File: src/rtl/mem_arbiter.sv
// mem_arbiter: shares one single-port synchronous RAM between the cpu (port 0) and the debug probe (port 1).
// Build option MEM_ARB_RR_EN selects round-robin arbitration; without it port 1 has fixed priority.
//
// state  | meaning
// IDLE   | waiting for a request; grant is issued in this cycle and the request latched
// ACCESS | RAM strobed with the latched address/data/we
// RESP   | RAM read data returned to the owner, done pulsed

module mem_arbiter #(
   parameter int ADDR_W = 8,
   parameter int DATA_W = 8
) (
   input  logic              clk,
   input  logic              rst,
   input  logic [1:0]        req,
   input  logic [1:0]        we,
   input  logic [ADDR_W-1:0] addr0,
   input  logic [ADDR_W-1:0] addr1,
   input  logic [DATA_W-1:0] wdata0,
   input  logic [DATA_W-1:0] wdata1,
   output logic [1:0]        gnt,
   output logic [1:0]        done,
   output logic [DATA_W-1:0] rdata0,
   output logic [DATA_W-1:0] rdata1,
   output logic [ADDR_W-1:0] ram_addr,
   output logic [DATA_W-1:0] ram_wdata,
   input  logic [DATA_W-1:0] ram_rdata,
   output logic              ram_we,
   output logic              ram_cs,
   output logic              busy
);

   typedef enum logic [1:0] {
      IDLE   = 2'd0,
      ACCESS = 2'd1,
      RESP   = 2'd2
   } state_t;

   state_t            state;
   state_t            state_nxt;
   logic              owner;
   logic              we_q;
   logic              win;
   logic              grant_en;
   logic              resp_en;
   logic [ADDR_W-1:0] addr_q;
   logic [DATA_W-1:0] wdata_q;
   logic [DATA_W-1:0] rdata0_q;
   logic [DATA_W-1:0] rdata1_q;
`ifdef MEM_ARB_RR_EN
   logic              last_winner;
`endif

   always_comb begin
      win = req[1];
`ifdef MEM_ARB_RR_EN
      if (req == 2'b11) win = ~last_winner;
`endif
   end

   // grant and done are gated by reset so a request held through reset is never accepted
   always_comb begin
      state_nxt = state;
      grant_en  = rst && (state == IDLE) && (req != 2'b00);
      resp_en   = rst && (state == RESP);
      case (state)
         IDLE:    if (grant_en) state_nxt = ACCESS;
         ACCESS:  state_nxt = RESP;
         RESP:    state_nxt = IDLE;
         default: state_nxt = IDLE;
      endcase
      gnt       = grant_en ? (win ? 2'b10 : 2'b01) : 2'b00;
      done      = resp_en ? (owner ? 2'b10 : 2'b01) : 2'b00;
      ram_cs    = (state == ACCESS);
      ram_we    = (state == ACCESS) && we_q;
      ram_addr  = addr_q;
      ram_wdata = wdata_q;
      rdata0    = (resp_en && !we_q && !owner) ? ram_rdata : rdata0_q;
      rdata1    = (resp_en && !we_q && owner) ? ram_rdata : rdata1_q;
   end

   always_ff @(posedge clk) begin
      if (!rst) begin
         state    <= IDLE;
         busy     <= 1'b0;
         owner    <= 1'b0;
         we_q     <= 1'b0;
         addr_q   <= '0;
         wdata_q  <= '0;
         rdata0_q <= '0;
         rdata1_q <= '0;
`ifdef MEM_ARB_RR_EN
         last_winner <= 1'b1;
`endif
      end else begin
         state <= state_nxt;
         busy  <= (state_nxt != IDLE);
         if (grant_en) begin
            owner   <= win;
            we_q    <= win ? we[1] : we[0];
            addr_q  <= win ? addr1 : addr0;
            wdata_q <= win ? wdata1 : wdata0;
`ifdef MEM_ARB_RR_EN
            last_winner <= win;
`endif
         end
         if ((state == RESP) && !we_q) begin
            if (owner) rdata1_q <= ram_rdata;
            else       rdata0_q <= ram_rdata;
         end
      end
   end

   a_single_owner: assert property (@(posedge clk) disable iff (!rst)
      !(&gnt) && !(&done));

endmodule

File: config.mk
export PLATFORM = sky130hd
export DESIGN_NAME = mem_arbiter
export DESIGN_NICKNAME = d
export VERILOG_FILES = /design/src/rtl/mem_arbiter.sv
export SDC_FILE = /design/constraint.sdc
export NUM_CORES = 1
export LEC_CHECK = 0
export BUFFER_PORTS_ARGS = -buffer_cell sky130_fd_sc_hd__buf_2
export CAP_MARGIN = 40
export CORE_MARGIN = 4
export CORE_UTILIZATION = 35
export DETAILED_ROUTE_END_ITERATION = 8
export PLACE_DENSITY_LB_ADDON = 0.1
export SLEW_MARGIN = 20
export SYNTH_ARGS = -nofsm -noshare
export SYNTH_HDL_FRONTEND = slang
export SYNTH_SLANG_ARGS = --single-unit
File: constraint.sdc
create_clock -name clk -period 2.2 [get_ports clk]
set_input_delay 0.44 -clock clk [delete_from_list [all_inputs] [get_ports clk]]
set_output_delay 0.44 -clock clk [all_outputs]
set_load 0.02 [all_outputs]
==> results.sh <==
export IMPL_clk_pin_slew_ps=70
export IMPL_grt_util_met1_pct=15.7
export IMPL_ir_drop_mv=0.384
export IMPL_grt_pass1_vias=1399
export IMPL_top_usage_layer="met2"
export IMPL_yosys_warnings=0
export IMPL_r2r_end="owner"
export IMPL_die_h_microns=77.1
export IMPL_tightest_slew_ps=688
export IMPL_antenna_found_initial=0
export IMPL_yosys_cell_types_count=23
export IMPL_io_pins=85
export IMPL_viasPerCell=4.82
export IMPL_tns_ps=0
export IMPL_path_class="flip-flop to primary output"
export IMPL_vias=1436
export IMPL_synth_cells=155
export IMPL_first_pass_iters=4
export IMPL_grt_pass1_wl_mm=6.38
export IMPL_die_width_microns=77.1
export IMPL_num_rows=24
export IMPL_clock_latency_ps=280
export IMPL_final_area_sq_um=2350
export IMPL_cts_sinks=37
export IMPL_r2r_slack_ps=760
export IMPL_max_freq_mhz=472
export IMPL_ant_nets=0
export IMPL_use_met3_pct=5.62
export IMPL_io_buffer_count=84
export IMPL_hold_depth=2
export IMPL_tritoncts="done"
export IMPL_p_leak_nw=1.27
export IMPL_cts_hold_buf=0
export IMPL_syn2layout_area_growth_pct=41.1
export IMPL_max_cap_violations=0
export IMPL_cp_arrival_ps=1680
export IMPL_globalplace_congestion=0.669
export IMPL_diodes=0
export IMPL_worstPathRequired_ps=1760
export IMPL_synth_fp_nets=201
export IMPL_die_area_sq_um=5940
export IMPL_power_density_nw_per_um2=653
export IMPL_worstPathMaxFanout=8
export IMPL_drt_total_wl_mm=3.96
export IMPL_final_nets=292
export IMPL_start_util_pct=37.3
export IMPL_syn_area_sq_um=1670
export IMPL_maxSlewViolCount=0
export IMPL_cts_htree_levels=2
export IMPL_numCtsBuffers=5
export IMPL_gr_usage_met2_pct=21.1
export IMPL_cp_endpoint="rdata0[4]"
export IMPL_rr_worst_depth=4
export IMPL_dpl_hpwl_mm=2.89
export IMPL_min_path_type="input port to flip-flop"
export IMPL_status="finished, final reports clean"
export IMPL_hold_viol=0
export IMPL_placeableCoreArea_sq_um=4470
export IMPL_crit_path_start_kind="flip-flop"
export IMPL_postPlaceCellArea_sq_um=2160
export IMPL_avgSynthCellArea_sq_um=10.8
export IMPL_wl_per_cell_microns=13.3
export IMPL_cts_root_buf="clkbuf_8"
export IMPL_grt_max_degree=24
export IMPL_critPathLaunch="state[0]"
export IMPL_fin_crit_sh_pct=96.3
export IMPL_reg2reg_from="state[0]"
export IMPL_slew_headroom_pct=54.1
export IMPL_drt_iter0_drc=20
export IMPL_drc=0
export IMPL_fillers=427
export IMPL_ys_ff_latch=37
export IMPL_grt_setup_unrepaired="true"
export IMPL_yosysSeqAreaShare_pct=44.4
export IMPL_finalCriticalPeriod_ps=2120
export IMPL_finClkSkew_ps=5.04
export IMPL_grtUsageTotal_pct=13.2
export IMPL_drive_above_1_share_pct=49.2
export IMPL_cts_buffer_depth=2
export IMPL_crit_path_end_kind="primary output"
export IMPL_grt_ovfl_total=0
export IMPL_setup_viol=0
==> worst max-delay path, cell delays in order, from the launching register on <==
cell and delay [ps]:
dfxtp_2 330, and4bb_1 270, nor2b_4 180, buf_12 140
mux2_2 330, buf_2 160
==> synthesized netlist by cell type (all sizes together) <==
| cell | n | area (sq um) |
|---|---|---|
| mux2 | 16 | 180 |
| and4bb | 1 | 12.5 |
| and3 | 1 | 6.26 |
| inv | 3 | 11.3 |
| nor3 | 2 | 10.0 |
| a31o | 1 | 8.76 |
| nor3b | 1 | 7.51 |
| and2 | 3 | 18.8 |
| a21oi | 1 | 5.00 |
| nor2 | 4 | 15.0 |
| a22o | 16 | 140 |
| clkbuf | 3 | 11.3 |
| dfxtp | 37 | 741 |
| or3 | 1 | 6.26 |
| mux2i | 34 | 340 |
| buf | 8 | 56.3 |
| nor2b | 3 | 18.8 |
| nand2 | 18 | 67.6 |
| nand2b | 1 | 6.26 |
| a31oi | 1 | 6.26 |
==> worst min path at each step <==
stage	slack, ps	to	from
2_1_floorplan	440	rdata0_q[0]	rdata0_q[0]
3_3_place_gp	440	ram_addr[7]	ram_addr[7]
3_5_place_dp	450	rdata0_q[2]	rdata0_q[2]
4_1_cts	400	rdata0_q[1]	ram_rdata[1]
5_1_grt	410	rdata0_q[0]	ram_rdata[0]
6_report	410	rdata0_q[1]	ram_rdata[1]
==> report_power, final <==
part / total, W / internal, W / switching [W]
Combinational: 0.000320 / 0.000147 / 0.000172
Clock: 0.000472 / 0.000249 / 0.000223
Sequential: 0.000746 / 0.000720 / 0.0000263
==> layout by cell type (no fill, tap or decap) <==
master / n
nand2b_1: 1
nor2_1: 4
a22o_1: 16
buf_12: 2
a31o_1: 1
clkbuf_8: 6
and2_4: 1
buf_6: 7
and2_1: 2
buf_2: 77
buf_4: 8
nor3_1: 2
nor2b_4: 1
mux2i_1: 34
or3_1: 1
a31oi_1: 1
nand2_1: 18
clkbuf_1: 1
nor2b_1: 2
mux2_2: 16
a21oi_1: 1
and4bb_1: 1
inv_1: 3
dfxtp_2: 2
clkbuf_16: 1
and3_1: 1
dfxtp_1: 35
nor3b_1: 1
==> cell families (layout without fill, tap and decap cells) <==
logic type,after synthesis,count (layout),synth area share [%]
compound gates,19,19,9.59
buf+inv,14,105,4.72
flops,37,37,44.4
mux,50,50,31.2
simple gates,35,35,10.1
==> repair_timing <==
item	in CTS	in global routing
setup buffers	0	3
gates resized for setup	1	18
pin swaps	0	1
cloned	0	1
endpoints found under the setup margin	8	16
==> per-layer routing <==
metal | vias to the layer above | share of wire, % | wire length, microns
li1 | 729 | - | -
met1 | 650 | 46 | 1800
met2 | 52 | 45 | 1780
met3 | 5 | 8.5 | 337
met4 | 0 | 0.86 | 34
met5 | - | 0 | 0
==> sequential cells by signal, summed over array words and instances, names as in the netlist <==
name and flops:
ram_addr 8, rdata1_q 8, busy 1, rdata0_q 8
ram_wdata 8, owner 1, state 2, we_q 1
==> through the flow <==
| step | hold WS, ps | worst slack (ps) | instances | utilization, % | power [W] |
|---|---|---|---|---|---|
| floorplan | 438 | 325 | 155 | - | 0.000944 |
| global placement | 444 | 152 | 287 | 48.4 | 0.00107 |
| detailed placement | 450 | 141 | 287 | 48.4 | 0.00107 |
| CTS | 402 | 4.84 | 294 | 50.4 | 0.00155 |
| global route | 414 | -14.7 | 298 | 52.6 | 0.00162 |
| finish | 414 | 80.5 | 298 | 52.6 | 0.00154 |
==> layout make-up <==
cell class | count | area, sq um | share of cell area, %
tap | 52 | 65.1 | 2.76
sequential | 37 | 743 | 31.6
inverter | 3 | 11.3 | 0.478
timing repair buffer | 95 | 589 | 25.0
clock buffer | 7 | 86.3 | 3.67
multi-input combinational | 104 | 860 | 36.5
Note: power is estimated with default switching activity, not from simulation.
